$ cat config.mk
export PLATFORM = sky130hd
export DESIGN_NAME = mac_accum_pipe_flat
export DESIGN_NICKNAME = d
export VERILOG_FILES = /design/src/rtl/mac_accum_pipe_if.sv /design/src/rtl/mac_accum_pipe.sv /design/src/flat_wrapper.sv
export SDC_FILE = /design/constraint.sdc
export NUM_CORES = 1
export LEC_CHECK = 0
export CORE_ASPECT_RATIO = 0.75
export CORE_MARGIN = 5
export CORE_UTILIZATION = 50
export DETAILED_ROUTE_END_ITERATION = 10
export PLACE_DENSITY = 0.77
export SLEW_MARGIN = 40
export SYNTH_ARGS = -nofsm -noshare
export SYNTH_HDL_FRONTEND = slang
export SYNTH_SLANG_ARGS = --single-unit
export TNS_END_PERCENT = 10
$ cat constraint.sdc
create_clock -name clk -period 8.1 [get_ports clk]
set_input_delay 1.215 -clock clk [delete_from_list [all_inputs] [get_ports clk]]
set_output_delay 1.215 -clock clk [all_outputs]
set_load 0.1 [all_outputs]
$ cat src/rtl/mac_accum_pipe_if.sv
// Stream bundle between the multiplier array, the MAC accumulator and the activation buffer.
// The slave side is the accumulator; the master side is whatever feeds and drains it.
interface mac_accum_pipe_if #(
  parameter int N_IN    = 6,
  parameter int IN_W    = 32,
  parameter int OUT_W   = 32,
  parameter int SHIFT_W = 5
);
  logic                   in_valid;
  logic                   in_ready;
  logic                   in_first;
  logic                   in_last;
  logic [N_IN*IN_W-1:0]   in_data;
  logic [IN_W-1:0]        bias;
  logic [SHIFT_W-1:0]     cfg_shift;
  logic                   cfg_relu;
  logic                   out_valid;
  logic                   out_ready;
  logic [OUT_W-1:0]       out_data;
  logic                   out_sat;

  modport master (
    output in_valid, in_first, in_last, in_data, bias, cfg_shift, cfg_relu, out_ready,
    input  in_ready, out_valid, out_data, out_sat
  );

  modport slave (
    input  in_valid, in_first, in_last, in_data, bias, cfg_shift, cfg_relu, out_ready,
    output in_ready, out_valid, out_data, out_sat
  );
endinterface

$ cat src/rtl/mac_accum_pipe.sv
// Three-stage multiply-accumulate tail: lane reduction, group accumulator, then
// shift / ReLU / saturation into a registered valid-ready output.
module mac_accum_pipe #(
  parameter int N_IN    = 6,
  parameter int IN_W    = 32,
  parameter int ACC_W   = 48,
  parameter int OUT_W   = 32,
  parameter int SHIFT_W = 5
) (
  input logic             clk,
  input logic             rst,
  mac_accum_pipe_if.slave bus
);

  localparam logic signed [ACC_W-1:0] OUT_MAX = {{(ACC_W-OUT_W+1){1'b0}}, {(OUT_W-1){1'b1}}};
  localparam logic signed [ACC_W-1:0] OUT_MIN = {{(ACC_W-OUT_W+1){1'b1}}, {(OUT_W-1){1'b0}}};

  function automatic logic signed [ACC_W-1:0] sext(input logic [IN_W-1:0] x);
    return {{(ACC_W-IN_W){x[IN_W-1]}}, x};
  endfunction

  logic                      stall;
  logic                      accept;
  logic signed [ACC_W-1:0]   lane_sum;

  logic [SHIFT_W-1:0]        cfg_shift_q;
  logic                      cfg_relu_q;

  logic                      s1_valid;
  logic                      s1_first;
  logic                      s1_last;
  logic signed [ACC_W-1:0]   s1_sum;
  logic [SHIFT_W-1:0]        s1_shift;
  logic                      s1_relu;

  logic                      s2_valid;
  logic signed [ACC_W-1:0]   acc;
  logic [SHIFT_W-1:0]        s2_shift;
  logic                      s2_relu;

  logic signed [ACC_W-1:0]   shifted;
  logic signed [ACC_W-1:0]   clipped;
  logic [OUT_W-1:0]          sat_data;
  logic                      sat_flag;

  logic                      out_valid_q;
  logic [OUT_W-1:0]          out_data_q;
  logic                      out_sat_q;

  assign stall         = out_valid_q & ~bus.out_ready;
  assign bus.in_ready  = ~rst & ~stall;
  assign accept        = bus.in_valid & bus.in_ready;
  assign bus.out_valid = out_valid_q;
  assign bus.out_data  = out_data_q;
  assign bus.out_sat   = out_sat_q;

  always_comb begin
    lane_sum = '0;
    for (int i = 0; i < N_IN; i++) begin
      lane_sum = lane_sum + sext(bus.in_data[i*IN_W +: IN_W]);
    end
    if (bus.in_first) begin
      lane_sum = lane_sum + sext(bus.bias);
    end
  end

  // Post-processing works at full accumulator width so the saturation test sees the true value.
  always_comb begin
    shifted  = acc >>> s2_shift;
    clipped  = (s2_relu && shifted < 0) ? '0 : shifted;
    sat_data = clipped[OUT_W-1:0];
    sat_flag = 1'b0;
    if (clipped > OUT_MAX) begin
      sat_data = OUT_MAX[OUT_W-1:0];
      sat_flag = 1'b1;
    end else if (clipped < OUT_MIN) begin
      sat_data = OUT_MIN[OUT_W-1:0];
      sat_flag = 1'b1;
    end
  end

  // Every stage advances together and freezes as a whole while the output is back-pressured.
  always_ff @(posedge clk) begin
    if (rst) begin
      cfg_shift_q <= '0;
      cfg_relu_q  <= 1'b0;
      s1_valid    <= 1'b0;
      s1_first    <= 1'b0;
      s1_last     <= 1'b0;
      s1_sum      <= '0;
      s1_shift    <= '0;
      s1_relu     <= 1'b0;
      s2_valid    <= 1'b0;
      acc         <= '0;
      s2_shift    <= '0;
      s2_relu     <= 1'b0;
      out_valid_q <= 1'b0;
      out_data_q  <= '0;
      out_sat_q   <= 1'b0;
    end else if (!stall) begin
      s1_valid <= accept;
      if (accept) begin
        s1_first <= bus.in_first;
        s1_last  <= bus.in_last;
        s1_sum   <= lane_sum;
        s1_shift <= bus.in_first ? bus.cfg_shift : cfg_shift_q;
        s1_relu  <= bus.in_first ? bus.cfg_relu  : cfg_relu_q;
        if (bus.in_first) begin
          cfg_shift_q <= bus.cfg_shift;
          cfg_relu_q  <= bus.cfg_relu;
        end
      end

      s2_valid <= s1_valid & s1_last;
      if (s1_valid) begin
        acc      <= s1_first ? s1_sum : acc + s1_sum;
        s2_shift <= s1_shift;
        s2_relu  <= s1_relu;
      end

      out_valid_q <= s2_valid;
      if (s2_valid) begin
        out_data_q <= sat_data;
        out_sat_q  <= sat_flag;
      end
    end
  end

endmodule
$ cat src/flat_wrapper.sv
// flat-port wrapper written by rule: the top's interface ports become plain ports
module mac_accum_pipe_flat 
#(
  parameter int N_IN    = 6,
  parameter int IN_W    = 32,
  parameter int ACC_W   = 48,
  parameter int OUT_W   = 32,
  parameter int SHIFT_W = 5
)
  (clk, rst, bus_in_valid, bus_in_first, bus_in_last, bus_in_data, bus_bias, bus_cfg_shift, bus_cfg_relu, bus_out_ready, bus_in_ready, bus_out_valid, bus_out_data, bus_out_sat);
  mac_accum_pipe_if #(.N_IN(N_IN), .IN_W(IN_W), .OUT_W(OUT_W), .SHIFT_W(SHIFT_W)) bus_i ();
  input logic clk;
  input logic rst;
  input wire logic [$bits(bus_i.in_valid)-1:0] bus_in_valid;
  input wire logic [$bits(bus_i.in_first)-1:0] bus_in_first;
  input wire logic [$bits(bus_i.in_last)-1:0] bus_in_last;
  input wire logic [$bits(bus_i.in_data)-1:0] bus_in_data;
  input wire logic [$bits(bus_i.bias)-1:0] bus_bias;
  input wire logic [$bits(bus_i.cfg_shift)-1:0] bus_cfg_shift;
  input wire logic [$bits(bus_i.cfg_relu)-1:0] bus_cfg_relu;
  input wire logic [$bits(bus_i.out_ready)-1:0] bus_out_ready;
  output wire logic [$bits(bus_i.in_ready)-1:0] bus_in_ready;
  output wire logic [$bits(bus_i.out_valid)-1:0] bus_out_valid;
  output wire logic [$bits(bus_i.out_data)-1:0] bus_out_data;
  output wire logic [$bits(bus_i.out_sat)-1:0] bus_out_sat;
  assign bus_i.in_valid = bus_in_valid;
  assign bus_i.in_first = bus_in_first;
  assign bus_i.in_last = bus_in_last;
  assign bus_i.in_data = bus_in_data;
  assign bus_i.bias = bus_bias;
  assign bus_i.cfg_shift = bus_cfg_shift;
  assign bus_i.cfg_relu = bus_cfg_relu;
  assign bus_i.out_ready = bus_out_ready;
  assign bus_in_ready = bus_i.in_ready;
  assign bus_out_valid = bus_i.out_valid;
  assign bus_out_data = bus_i.out_data;
  assign bus_out_sat = bus_i.out_sat;
  mac_accum_pipe #(.N_IN(N_IN), .IN_W(IN_W), .ACC_W(ACC_W), .OUT_W(OUT_W), .SHIFT_W(SHIFT_W)) u_core (.clk(clk), .rst(rst), .bus(bus_i));
endmodule
==> results of run 1 <==
[per-layer routing]
| layer | global-route usage, % | wire length, um | vias up |
|---|---|---|---|
| li1 | - | - | 9552 |
| met2 | 47.5 | 28800 | 600 |
| met4 | 8.17 | 1320 | 0 |
| met5 | 0 | 0 | - |
| met3 | 4.61 | 3610 | 100 |
| met1 | 38.5 | 26500 | 9487 |
[synthesized netlist by cell type (20+ instances only)]
library cell	count	area, um2
sky130_fd_sc_hd__and3_1	21	131
sky130_fd_sc_hd__xor2_1	50	438
sky130_fd_sc_hd__a21o_1	73	548
sky130_fd_sc_hd__clkbuf_1	97	364
sky130_fd_sc_hd__nor2_1	234	878
sky130_fd_sc_hd__ha_1	165	2060
sky130_fd_sc_hd__mux2_2	27	304
sky130_fd_sc_hd__mux4_2	21	473
sky130_fd_sc_hd__nand3_1	32	160
sky130_fd_sc_hd__fa_1	101	2020
sky130_fd_sc_hd__nand4_1	21	131
sky130_fd_sc_hd__a211oi_1	70	526
sky130_fd_sc_hd__mux2i_1	66	661
sky130_fd_sc_hd__inv_1	78	293
sky130_fd_sc_hd__a31oi_1	25	156
sky130_fd_sc_hd__xnor2_1	92	806
sky130_fd_sc_hd__buf_1	20	75.1
sky130_fd_sc_hd__o21ai_0	194	971
sky130_fd_sc_hd__a21oi_1	255	1280
sky130_fd_sc_hd__o21bai_1	25	188
sky130_fd_sc_hd__nand2_1	225	845
sky130_fd_sc_hd__dfxtp_1	146	2920
sky130_fd_sc_hd__nor3_1	34	170
sky130_fd_sc_hd__o21a_1	30	225
sky130_fd_sc_hd__nand2b_1	25	156
sky130_fd_sc_hd__nor2b_1	28	175
sky130_fd_sc_hd__o211ai_1	46	345
[through the flow]
step	utilization [%]	setup TNS, ns	hold slack (ns)	instances
6_report	69.4	-1.19	0.454	3383
3_5_place_dp	65.7	-18.54	0.449	3314
5_1_grt	69.4	-5.75	0.474	3382
4_1_cts	68.1	-0.135	0.458	3364
3_3_place_gp	66.2	-14.13	0.433	3314
2_1_floorplan	-	-0.197	0.432	2337
[state kept, by name, summed over array words and instances (netlist names)]
signal	count
u_core.s1_sum	48
u_core.s1_valid	1
u_core.cfg_relu_q	1
u_core.acc	48
u_core.bus.out_sat	1
u_core.bus.out_valid	1
u_core.s2_relu	1
u_core.s1_last	1
u_core.cfg_shift_q	5
u_core.bus.out_data	32
u_core.s2_shift	5
u_core.s1_first	1
u_core.s2_valid	1
[critical path: cells and delay by family]
kind,cells,cell delay (ns)
AOI/OAI and AO/OA,21,3.28
adders and majority gates,6,2.02
and+or+nand+nor,9,1.48
buffers and inverters,5,0.40
xor gates and xnor gates,2,0.29
[cells in the final DEF (no fill, tap or decap), types with 25 or more instances in the layout]
master,synthesis,routed
sky130_fd_sc_hd__mux2i_1,66,66
sky130_fd_sc_hd__nand3_1,32,29
sky130_fd_sc_hd__ha_1,165,153
sky130_fd_sc_hd__dfxtp_1,146,142
sky130_fd_sc_hd__mux2_2,27,27
sky130_fd_sc_hd__a21o_1,73,73
sky130_fd_sc_hd__fa_1,101,98
sky130_fd_sc_hd__o21a_1,30,29
sky130_fd_sc_hd__nor3_1,34,29
sky130_fd_sc_hd__clkdlybuf4s50_1,0,210
sky130_fd_sc_hd__buf_2,4,38
sky130_fd_sc_hd__a21oi_1,255,223
sky130_fd_sc_hd__o21ai_0,194,171
sky130_fd_sc_hd__buf_4,0,354
sky130_fd_sc_hd__a21oi_2,0,26
sky130_fd_sc_hd__nand2_1,225,221
sky130_fd_sc_hd__o211ai_1,46,46
sky130_fd_sc_hd__nand2b_1,25,25
sky130_fd_sc_hd__nor2b_1,28,28
sky130_fd_sc_hd__nor2_1,234,229
sky130_fd_sc_hd__xor2_1,50,49
sky130_fd_sc_hd__a211oi_1,70,70
sky130_fd_sc_hd__xnor2_1,92,87
sky130_fd_sc_hd__inv_1,78,72
[cell type report]
class	count	area [um2]
multi-input combinational	1990	15400
fill	2898	11100
timing repair buffer	632	5240
sequential	146	2930
tap	496	621
clock buffer	19	443
inverter	80	300
clock inverter	13	128
antenna	7	17.5
[worst min path at each step]
stage                                        from                                 end  slack, ns  depth (start not counted)
3_3_place_gp   u_core.cfg_shift_q[1]$_SDFFE_PP0P_     u_core.s2_shift[1]$_SDFFE_PP0P_       0.43                          2
3_5_place_dp   u_core.cfg_shift_q[3]$_SDFFE_PP0P_  u_core.cfg_shift_q[3]$_SDFFE_PP0P_       0.45                          2
6_report       u_core.cfg_shift_q[2]$_SDFFE_PP0P_     u_core.s2_shift[2]$_SDFFE_PP0P_       0.45                          2
4_1_cts        u_core.cfg_shift_q[3]$_SDFFE_PP0P_  u_core.cfg_shift_q[3]$_SDFFE_PP0P_       0.46                          2
5_1_grt        u_core.cfg_shift_q[1]$_SDFFE_PP0P_     u_core.s2_shift[1]$_SDFFE_PP0P_       0.47                          2
2_1_floorplan      u_core.cfg_relu_q$_SDFFE_PP0P_         u_core.s2_relu$_SDFFE_PP0P_       0.43                          2
[repair_timing]
| action | in CTS | in global routing |
|---|---|---|
| gates resized for setup | 77 | 82 |
| gates cloned | 0 | 0 |
| endpoints found under the setup margin | 19 | 22 |
| buffers inserted | 18 | 13 |
| pin swaps | 76 | 59 |
[power groups by stage]
stage | clock (W) | combinational [W] | sequential (W)
floorplan | 0 | 0.00618 | 0.000918
global placement | 0 | 0.0106 | 0.000933
detailed placement | 0 | 0.0108 | 0.000937
CTS | 0.000787 | 0.0111 | 0.000922
global route | 0.000825 | 0.0131 | 0.000935
finish | 0.000773 | 0.0120 | 0.000926
[cell families after synthesis]
kind of cell / synth area share, %
AOI/OAI and AO/OA: 27.7
adders and majority gates: 22.2
and+or+nand+nor: 15.6
muxes: 7.80
buffers and inverters: 4.12
xor gates and xnor gates: 6.75
DFF: 15.9
==> run_results.csv, run 1 <==
group,metric,value,unit
setup_path,critPathArrivalTime,8.71,ns
yosys,async_set_or_reset_flop_fraction_in_the_synthesized_netlist,0,%
yosys,seq_area_frac_synth,15.9,%
run_status,failed_checks,"setup timing",
yosys,synth_enable_flop_cells,0,
cts,root_buffer,"sky130_fd_sc_hd__clkbuf_16",
setup_path,critical_path.endpoint,"u_core.s1_sum[44]$_SDFFE_PP0P_",
die,core_region_area,36100,um2
placement,post-dp-hpwl,47600,um
cts,clock_sinks,146,
detailed_routing,dr_total_vias,19700,
setup_path,endpoint_kind,"flop",
timing,unrepaired_setup_endpoints_after_global_routing,"true",
power,power.share.combinational,87.6,%
die,initial_utilization,51.0,%
layout,final_layout_size_suffix_gt1_share,21.4,%
yosys,mappedNetlistArea,18400,um2
timing,final-hold-violation-count,0,
power,intPower,0.00742,W
detailed_routing,drt-wirelength-per-cell,17.8,um
setup_path,end_of_the_worst_register_to_register_path,"u_core.acc[38]$_SDFFE_PP0P_",
power,total_power,0.0137,W
detailed_routing,drt-initial-drc-count,1632,
timing,tightestPinTransition,0.788,ns
yosys,synth_ff_type,"sky130_fd_sc_hd__dfxtp_1",
setup_path,crit_start,"bus_in_data[1]",
die,design.die.area,40800,um2
setup_path,worst_setup_path_start_kind,"input pin",
global_route,grt_start_max_net_pins,93,
cts,postCtsHoldBufs,0,
global_route,via_count_of_the_first_global_routing_pass,19400,
setup_path,crit_path_kind,"in -> reg",
power,sw_frac_of_total,45.9,%
yosys,syn_area_per_cell,7.89,um2
yosys,yosysWarningCount,0,
cts,tritoncts,"built",
timing,max_freq,119,MHz
cts,h-tree-depth,4,
power,vdd_ir_drop_max,0.482,mV
power,powerDensity,548,nW/um2
die,ioPinCount,271,
timing,layout_min_cycle_time,8.41,ns
detailed_routing,avgViaCountPerCell,5.83,
timing,max_slew_violation_count,0,
power,seq_power_share,6.8,%
timing,fin_worst_skew,0.0120,ns
detailed_routing,drt-total-wl,60200,um
worst_hold_path,holdCritPathClass,"reg -> reg",
yosys,post_synth_inst_count,2337,
layout,final_net_count,3369,
detailed_routing,detail_route.drc_violations,0,
power,pwr-share-clk,5.6,%
yosys,netlist-cell-type-count,73,
timing,setup_viol,8,
detailed_routing,drtAntennaViolNets,0,
yosys,synthesis.nets,2839,
setup_path,r2r_setup_slack,3.77,ns
cts,clk_latency,0.44,ns
cts,max-clock-path-buffers,2,
global_route,track_usage,28.5,%
setup_path,r2r-start,"u_core.s1_sum[0]$_SDFFE_PP0P_",
placement,detailedPlace.worstSlack,-1.22,ns
setup_path,slowest_stage,"sky130_fd_sc_hd__fa_1",
timing,worst_setup_slack_final,-0.309,ns
timing,min_period_over_period,104,%
global_route,global_route.overflow_total,0,
yosys,yosys_register_bits,146,
placement,place.gp.congestion,0.970,
layout,layout-area-overhead-vs-synth,35.9,%
flow_run,timing.max_cap.violations,0,
setup_path,cp_slowest_stage_delay,0.49,ns
setup_path,timing.critical_path.fanout_max,4,
die,die-height,176,um
power,total_leakage_power,10.8,nW
cts,cts_made_buffers,17,
setup_path,critPathRequiredTime,8.40,ns
cts,cts.clk_slew.worst_paths,0.07,ns
timing,timing.max_slew.rel_slack,47.0,%
setup_path,worstRegToRegCells,15,
placement,port_buffers,270,
placement,dpl_cell_area,23700,um2
global_route,grt_pass1_wl,97400,um
layout,finalInstanceArea,25100,um2
power,p_switching,0.00630,W
die,die-width,232,um
global_route,initial_antenna_violation_count,7,
run_status,run_status,"complete, but fails checks",
detailed_routing,firstDrtPassIters,7,
die,rows,60,
Note: power is estimated with default switching activity, not from simulation.
==> run 2: changes to the inputs <==
--- a/config.mk
+++ b/config.mk
@@ -5,6 +5,7 @@
 export SDC_FILE = /design/constraint.sdc
 export NUM_CORES = 1
 export LEC_CHECK = 0
+export CAP_MARGIN = 10
 export CORE_ASPECT_RATIO = 0.75
 export CORE_MARGIN = 5
 export CORE_UTILIZATION = 50
==> results of run 2 <==
No change in the layout: final DEF, timing and power equal those of run 1.
==> run 3: changes to the inputs <==
--- a/config.mk
+++ b/config.mk
@@ -6,11 +6,13 @@
 export NUM_CORES = 1
 export LEC_CHECK = 0
 export CAP_MARGIN = 10
+export CELL_PAD_IN_SITES_DETAIL_PLACEMENT = 0
+export CELL_PAD_IN_SITES_GLOBAL_PLACEMENT = 1
 export CORE_ASPECT_RATIO = 0.75
 export CORE_MARGIN = 5
-export CORE_UTILIZATION = 50
+export CORE_UTILIZATION = 38
 export DETAILED_ROUTE_END_ITERATION = 10
-export PLACE_DENSITY = 0.77
+export PLACE_DENSITY_LB_ADDON = 0.1
 export SLEW_MARGIN = 40
 export SYNTH_ARGS = -nofsm -noshare
 export SYNTH_HDL_FRONTEND = slang
==> run 3 against run 2 <==
The flow still finishes with violations (setup timing). Die area rose by 30%. Sequential share of layout area decreased by 0.10 points. Final cell count grew 4.3%. Utilization down 16 points. First-iteration DRC count down 29%. Sequential power about the same. Non-clock buffer count up 9. Clock skew down 0.0011 ns. Worst hold slack got worse by 0.0073 ns. Combinational power hardly changed.
==> run_results.csv, run 3 (synthesized netlist as in run 1, its figures left out) <==
group,metric,value,unit
timing,tns,-0.406,ns
timing,tightestPinTransition,0.826,ns
setup_path,slowest_stage,"sky130_fd_sc_hd__fa_1",
placement,place.gp.congestion,0.920,
cts,h-tree-depth,4,
detailed_routing,drtAntennaViolNets,0,
cts,cts_made_buffers,17,
flow_run,timing.max_cap.violations,0,
setup_path,most_numerous_cell_on_the_critical_path,"sky130_fd_sc_hd__a21oi_2",
cts,clk_latency,0.45,ns
global_route,initial_antenna_violation_count,1,
setup_path,endpoint_kind,"flop",
setup_path,r2r_setup_slack,3.68,ns
die,design.die.area,53100,um2
power,powerDensity,533,nW/um2
detailed_routing,dr_total_vias,19200,
run_status,failed_checks,"setup timing",
cts,root_buffer,"sky130_fd_sc_hd__clkbuf_16",
timing,final-hold-violation-count,0,
global_route,track_usage,22.7,%
detailed_routing,firstDrtPassIters,5,
layout,layout-area-overhead-vs-synth,37.1,%
placement,dpl_cell_area,24000,um2
layout,final_common_cell,"sky130_fd_sc_hd__buf_4",
layout,layout.core_utilization,53.0,%
setup_path,crit_path_kind,"in -> reg",
die,core_region_area,47700,um2
setup_path,worst_setup_path_start_kind,"input pin",
die,die-width,264,um
setup_path,cp_slowest_stage_delay,0.59,ns
worst_hold_path,holdCritPathClass,"reg -> reg",
layout,final.fill_count,4614,
die,ioPinCount,271,
setup_path,timing.critical_path.fanout_max,4,
run_status,run_status,"complete, but fails checks",
timing,timing.max_slew.rel_slack,44.5,%
layout,final_layout_size_suffix_gt1_share,21.4,%
timing,fin_worst_skew,0.0109,ns
timing,min_period_over_period,102,%
detailed_routing,drt-total-wl,61800,um
die,initial_utilization,38.7,%
timing,layout_min_cycle_time,8.23,ns
timing,unrepaired_setup_endpoints_after_global_routing,"true",
detailed_routing,drt-wirelength-per-cell,17.5,um
cts,tritoncts,"built",
placement,port_buffers,270,
detailed_routing,drt-initial-drc-count,1165,
setup_path,critPathArrivalTime,8.54,ns
global_route,via_count_of_the_first_global_routing_pass,18800,
timing,setup_viol,4,
timing,max_slew_violation_count,0,
timing,whs,0.447,ns
die,rows,69,
global_route,grt_start_max_net_pins,89,
layout,finalInstanceArea,25300,um2
cts,clock_sinks,146,
cts,max-clock-path-buffers,2,
cts,cts.clk_slew.worst_paths,0.07,ns
die,die-height,201,um
detailed_routing,detail_route.drc_violations,0,
setup_path,critPathRequiredTime,8.42,ns
layout,layout.cells.most_common_list,"366 x sky130_fd_sc_hd__buf_4, 232 x sky130_fd_sc_hd__nor2_1, 226 x sky130_fd_sc_hd__a21oi_1, 221 x sky130_fd_sc_hd__nand2_1, 213 x sky130_fd_sc_hd__clkdlybuf4s50_1",
global_route,global_route.overflow_total,0,
power,vdd_ir_drop_max,0.363,mV
global_route,grt_pass1_wl,100000,um
timing,worst_setup_slack_final,-0.127,ns
power,total_leakage_power,10.9,nW
layout,final_net_count,3378,
detailed_routing,avgViaCountPerCell,5.44,
placement,post-dp-hpwl,50800,um
timing,max_freq,122,MHz
run 3: cell count changes in the layout (fill, tap and decap cells not counted), moves of 4 or more:
cell and delta:
sky130_fd_sc_hd__buf_4 +12, sky130_fd_sc_hd__buf_6 -4, sky130_fd_sc_hd__clkinvlp_4 -4, sky130_fd_sc_hd__diode_2 -6, sky130_fd_sc_hd__dlygate4sd2_1 -9, sky130_fd_sc_hd__dlymetal6s2s_1 +4, sky130_fd_sc_hd__ha_4 +4, sky130_fd_sc_hd__o21ai_0 +6
run 3: final cells by class:
cell class	instances	area, um2	area share, %
multi-input cells	1990	15300	60.7
diodes	1	2.50	0.00990
clock inverters	14	165	0.653
flip-flops and latches	146	2930	11.6
well taps	639	800	3.16
repair buffers	641	5300	21.0
clock buffers	18	439	1.74
inverters	80	300	1.19
run 3: report_power, final:
part	switching (W)	total (W)	internal, W
logic	0.00565	0.0117	0.00606
registers	0.000111	0.000929	0.000818
clock network	0.000360	0.000832	0.000473
run 3: layer usage:
metal,vias to the layer above,routed length (um),GRT usage [%]
met1,9224,30300,32.7
li1,9567,-,-
met4,0,641,3.31
met5,-,0,0
met3,38,2370,3.04
met2,352,28500,37.4
run 3: final timing paths:
path	end	start	cells after the start
worst max-delay path	u_core.s1_sum[44]$_SDFFE_PP0P_	bus_in_data[3]	38
worst min-delay path	u_core.s2_shift[1]$_SDFFE_PP0P_	u_core.cfg_shift_q[1]$_SDFFE_PP0P_	2
worst max register to register	u_core.acc[38]$_SDFFE_PP0P_	u_core.s1_sum[0]$_SDFFE_PP0P_	15
worst min register to register	u_core.s2_shift[1]$_SDFFE_PP0P_	u_core.cfg_shift_q[1]$_SDFFE_PP0P_	2
run 3: what timing repair did:
item / 4_1_cts / 5_1_grt
setup buffers: 16 / 6
hold buffers: 0 / 0
gates resized for setup: 78 / 60
gates cloned: 0 / 0
pin swaps: 64 / 62
endpoints found under the setup margin: 19 / 23
run 3: through the flow:
| stage | setup WS (ns) | total power [W] | instances |
|---|---|---|---|
| after detailed placement | -1.15 | 0.0119 | 3474 |
| final | -0.127 | 0.0135 | 3529 |
| after global placement | -0.981 | 0.0119 | 3474 |
| after floorplan | -0.0789 | 0.00709 | 2337 |
| after CTS | -0.0853 | 0.0131 | 3522 |
| after global routing | -0.612 | 0.0148 | 3529 |
run 3: critical path, delay by kind of cell:
family | cells | cell delay (ns)
buf+inv | 1 | 0.25
xor+xnor | 2 | 0.33
simple gates | 9 | 1.54
fa+ha+maj | 5 | 1.78
compound gates | 21 | 3.41
==> RTL edit 1 (settings of run 2) <==
Make the reset (`rst`) asynchronous in one clocked block.
--- a/src/rtl/mac_accum_pipe.sv
+++ b/src/rtl/mac_accum_pipe.sv
@@ -80,7 +80,7 @@
   end
 
   // Every stage advances together and freezes as a whole while the output is back-pressured.
-  always_ff @(posedge clk) begin
+  always_ff @(posedge clk or posedge rst) begin
     if (rst) begin
       cfg_shift_q <= '0;
       cfg_relu_q  <= 1'b0;
Check against the original RTL: differs if rst is asserted again (counterexample within 4 cycles, from zero or initial values and one cycle with rst high); with rst held inactive, the same outputs for 4 cycles.
==> RTL edit 1 against run 2 <==
The run still ends with setup timing left. Routed wire length fell by 3.2%. Setup slack improved by 0.19 ns. Sequential cell count did not move. Clock skew increased by 0.0034 ns. Area after synthesis is 1.7% higher. Final area about the same. Highest routed layer unchanged.
Power is not shown: default switching activity piles up to over one toggle a cycle in this logic, so the estimate is an artifact.
==> RTL edit 1: results (changes against run 2) <==
* Invs w/o clock at 84 (+5.0%)
* Worst setup skew after layout at 0.0153 ns (+0.00335 ns)
* Share of layout cells above drive strength 1 at 20.7% (-0.73 points)
* Worst slack, placed at -1.22 ns (+0.000830 ns)
* Top FF cell, synth: sky130_fd_sc_hd__dfrtp_1
* Number of different library cells in the post-synthesis netlist at 82 (+12%)
* Reg-to-reg endpoint: u_core.bus.out_data[26]$_DFFE_PP0P_
* Share of the synthesized netlist area taken by xor and xnor gates at 6.40% (-0.34 points)
* Count of clock buffers in the final design at 22 (+3)
* Flop-to-flop setup slack at 3.89 ns (+0.12 ns)
* Startpoint of the tightest hold check path: u_core.cfg_relu_q$_DFFE_PP0P_
* Post-detailed-route wirelength per cell at 18.1 um (+1.8%)
* Sequential element share of the synthesized area at 19.5% (+3.6 points)
* Number of cell instances on the worst register-to-register path at 9 (-6)
* Layout multi-input combinational cell count at 1860 (-6.5%)
* Multi-input gate share of the layout cell area at 59.6% (-1.7 points)
* Filler Cell Count at 2963 (+2.2%)
* Proportion of synthesized flip-flops having asynchronous set or reset at 100% (+100 points)
* Terminating pin of the worst hold path: u_core.s2_relu$_DFFE_PP0P_
* Outcome: complete, but fails checks
* Origin of the critical flop-to-flop path: u_core.s2_shift[2]$_DFFE_PP0P_
* WP data arrival at 8.54 ns (-0.17 ns)
* Vias per cell at 5.87 (+0.66%)
* Maximum number of pins on one net before global-route repair at 91 (-2.2%)
* Ant diodes at 0 (-7)
* Met3 track demand over resource in global routing at 3.15% (-1.5 points)
* First-iteration detailed-routing DRC count at 1413 (-13%)
* Number of antenna violations at the first check in global routing at 0 (-7)
* Slack of the critical path at -0.123 ns (+0.186 ns)
* Grt met1 use at 40.2% (+1.7 points)
* Relative area of non-clock buffer cells in the final design at 19.7% (-1.3 points)
* Final setup violating endpoints at 10 (+2)
* HPWL after detailed placement at 45300 um (-4.6%)
* Met2 WL at 26700 um (-7.4%)
* Non-clock buffers at 590 (-6.6%)
* Overall track demand over capacity in global routing at 27.8% (-0.73 points)
* Violated checks: setup timing
* Clock network contribution to total cell area at 2.28% (+0.0063 points)
* Routability cong. at 0.952 (-1.9%)
* Delay contributed by the slowest stage of the critical path at 0.54 ns (+0.05 ns)
* Multiplexer share of the synthesized area at 9.17% (+1.4 points)
* Post-synthesis share of cell area spent on full adders, half adders and majority gates at 21.8% (-0.36 points)
* Total met3 wirelength after detailed routing at 3210 um (-11%)
* Fraction of the mapped netlist area in compound gates at 24.4% (-3.2 points)
* Top cells by area, synth: sky130_fd_sc_hd__dfrtp_1, sky130_fd_sc_hd__ha_1, sky130_fd_sc_hd__fa_1, sky130_fd_sc_hd__a21oi_1, sky130_fd_sc_hd__nand2_1
[RTL edit 1: cell count changes after synthesis, sizes merged, moves of 32 or more]
| cell | change |
|---|---|
| dfrtp | +146 |
| a211oi | -49 |
| dfxtp | -146 |
| a21oi | -54 |
| clkbuf | -32 |
| o22a | +32 |
| nand2 | +34 |
| nor2 | -66 |
[RTL edit 1: repair_timing]
item | 4_1_cts | 5_1_grt
hold buffers | 0 | 0
endpoints found under the hold margin | 0 | 0
pin swaps | 42 | 29
endpoints found under the setup margin | 22 | 24
setup buffers | 37 | 6
resized for setup | 81 | 57
gates cloned | 0 | 0
[RTL edit 1: stage by stage]
step	setup TNS (ns)	instance area [um2]	hold WS, ns
2_1_floorplan	-0.235	18800	0.433
3_3_place_gp	-16.39	23800	0.450
3_5_place_dp	-20.45	23600	0.458
4_1_cts	-0.386	24800	0.460
5_1_grt	-5.68	25000	0.484
6_report	-0.603	25000	0.455
==> RTL edit 2 (config.mk and constraints of run 2) <==
Made on the original files. `SHIFT_W` is set to 5 in 3 places; all go to 10.
--- a/src/rtl/mac_accum_pipe_if.sv
+++ b/src/rtl/mac_accum_pipe_if.sv
@@ -4,7 +4,7 @@
   parameter int N_IN    = 6,
   parameter int IN_W    = 32,
   parameter int OUT_W   = 32,
-  parameter int SHIFT_W = 5
+  parameter int SHIFT_W = 10
 );
   logic                   in_valid;
   logic                   in_ready;
--- a/src/rtl/mac_accum_pipe.sv
+++ b/src/rtl/mac_accum_pipe.sv
@@ -5,7 +5,7 @@
   parameter int IN_W    = 32,
   parameter int ACC_W   = 48,
   parameter int OUT_W   = 32,
-  parameter int SHIFT_W = 5
+  parameter int SHIFT_W = 10
 ) (
   input logic             clk,
   input logic             rst,
--- a/src/flat_wrapper.sv
+++ b/src/flat_wrapper.sv
@@ -5,7 +5,7 @@
   parameter int IN_W    = 32,
   parameter int ACC_W   = 48,
   parameter int OUT_W   = 32,
-  parameter int SHIFT_W = 5
+  parameter int SHIFT_W = 10
 )
   (clk, rst, bus_in_valid, bus_in_first, bus_in_last, bus_in_data, bus_bias, bus_cfg_shift, bus_cfg_relu, bus_out_ready, bus_in_ready, bus_out_valid, bus_out_data, bus_out_sat);
   mac_accum_pipe_if #(.N_IN(N_IN), .IN_W(IN_W), .OUT_W(OUT_W), .SHIFT_W(SHIFT_W)) bus_i ();
Ports: changed (resized bus_cfg_shift); port bits go from 271 to 276. The function was not compared with the original's and may differ.
==> RTL edit 2 against run 2 <==
The run still ends with setup timing left. Non-clock buffer count is 3 higher. Clock skew grew 0.00076 ns. Count of clock-buffer cells in the layout stayed put. Area after synthesis rose by 9.5%. Maximum frequency up 2.3%. Sequential power up 4.6%. Final area grew 8.2%. Largest power group unchanged. Sequential cell count up 10. Routed wire length grew 18%. Die area rose by 9.0%. Setup slack better by 0.19 ns. Power grew 0.31%.
==> RTL edit 2: results (changes against run 2) <==
* Outcome: complete, but fails checks
* Violated checks: setup timing
* Tapcell count at 520 (+4.8%)
* Number of antenna violations at the first check in global routing at 12 (+5)
* Leading cell types by count after synthesis: sky130_fd_sc_hd__a21oi_1, sky130_fd_sc_hd__nand2_1, sky130_fd_sc_hd__nor2_1
* Area after detailed placement at 25300 um2 (+6.7%)
* Port bufs at 275 (+1.9%)
* Grt met1 use at 40.3% (+1.8 points)
* Total met3 wirelength after detailed routing at 4450 um (+23%)
* Leakage power total at 11.8 nW (+8.9%)
* Origin of the critical flop-to-flop path: u_core.s2_shift[0]$_SDFFE_PP0P_
* Slack of the critical path at -0.123 ns (+0.186 ns)
* Startpoint of the tightest hold check path: u_core.cfg_shift_q[0]$_SDFFE_PP0P_
* Vias in the first global route at 21200 (+8.9%)
* Delay contributed by the slowest stage of the critical path at 0.58 ns (+0.09 ns)
* Met2 WL at 33400 um (+16%)
* Ant diodes at 12 (+5)
* Final setup violating endpoints at 6 (-2)
* Number of different library cells in the post-synthesis netlist at 82 (+12%)
* Share of layout cells above drive strength 1 at 22.5% (+1.1 points)
* Post-detailed-route wirelength per cell at 19.9 um (+12%)
* Global Route met2 Usage at 48.8% (+1.3 points)
* Terminating pin of the worst hold path: u_core.s2_shift[0]$_SDFFE_PP0P_
* Max FO, Critical Path at 5 (+1)
* Clock latency on the worst-skew pair at 0.46 ns (+0.02 ns)
* Startpoint of the most critical setup path: bus_in_data[5]
* Combined flip-flop and latch cell area at 3130 um2 (+6.7%)
* Maximum VDD drop at 0.000495 V (+2.7%)
* Cell count after placement at 3495 (+5.5%)
* Multi-input gate share of the layout cell area at 63.0% (+1.6 points)
* Post-Route M1 WL at 30600 um (+15%)
* Number of buffers added for setup after CTS at 17 (-1)
* End point of the critical path: u_core.s1_sum[43]$_SDFFE_PP0P_
* Worst slew margin at 39.4% (-7.7 points)
* Non-filler cells in the finished layout at 3570 (+5.5%)
* Overall track demand over capacity in global routing at 29.3% (+0.81 points)
* Filler Cell Count at 3097 (+6.9%)
* Initial DRT Pass Iterations at 6 (-1)
* Number of vias after detailed routing at 22200 (+12%)
* Flop-to-flop setup slack at 3.59 ns (-0.18 ns)
* Reg-to-reg endpoint: u_core.bus.out_data[28]$_SDFFE_PP0P_
* Worst setup skew after layout at 0.0127 ns (+0.000761 ns)
* Routability cong. at 0.972 (+0.21%)
* Clock network contribution to total cell area at 2.03% (-0.25 points)
* Relative area of non-clock buffer cells in the final design at 19.7% (-1.2 points)
* First-pass GRT wire length at 109000 um (+12%)
* Count of instances resized after the clock tree is built at 94 (+22%)
* HPWL after detailed placement at 52800 um (+11%)
* Average size of a mapped cell at 8.01 um2 (+1.5%)
-- RTL edit 2: changes by cell type after synthesis, moves of 18 or more --
| cell | run 2 | this run |
|---|---|---|
| sky130_fd_sc_hd__nand2_1 | 225 | 265 |
| sky130_fd_sc_hd__o21ai_0 | 194 | 163 |
| sky130_fd_sc_hd__mux4_2 | 21 | 46 |
| sky130_fd_sc_hd__mux2_2 | 27 | 9 |
| sky130_fd_sc_hd__nor2_1 | 234 | 186 |
| sky130_fd_sc_hd__clkbuf_1 | 97 | 119 |
| sky130_fd_sc_hd__a21oi_1 | 255 | 286 |
-- RTL edit 2: power groups by stage --
stage / clock network (mW) / registers, mW / logic, mW
floorplan: 0 / 0.963 / 6.19
global placement: 0 / 0.979 / 10.4
detailed placement: 0 / 0.984 / 10.6
CTS: 0.786 / 0.966 / 11.2
global route: 0.820 / 0.978 / 13.1
finish: 0.771 / 0.969 / 12.0
-- RTL edit 2: cells by family after synthesis --
group | count (synthesis) | synth area share, %
simple gates | 692 | 15.7
xor+xnor | 125 | 5.42
mux | 107 | 8.21
flops | 156 | 15.5
fa+ha+maj | 266 | 20.2
compound gates | 936 | 30.2
buf+inv | 239 | 4.67
-- RTL edit 2: through the flow --
step	utilization (%)	setup TNS [ns]	hold slack [ns]	power, mW	worst slack [ns]
2_1_floorplan	-	-0.00584	0.432	7.15	-0.00584
3_3_place_gp	64.1	-13.11	0.432	11.4	-0.888
3_5_place_dp	63.8	-20.74	0.442	11.6	-1.18
4_1_cts	66.3	-0.00282	0.453	13.0	-0.00282
5_1_grt	68.2	-4.82	0.476	14.9	-0.391
6_report	68.2	-0.349	0.451	13.8	-0.123
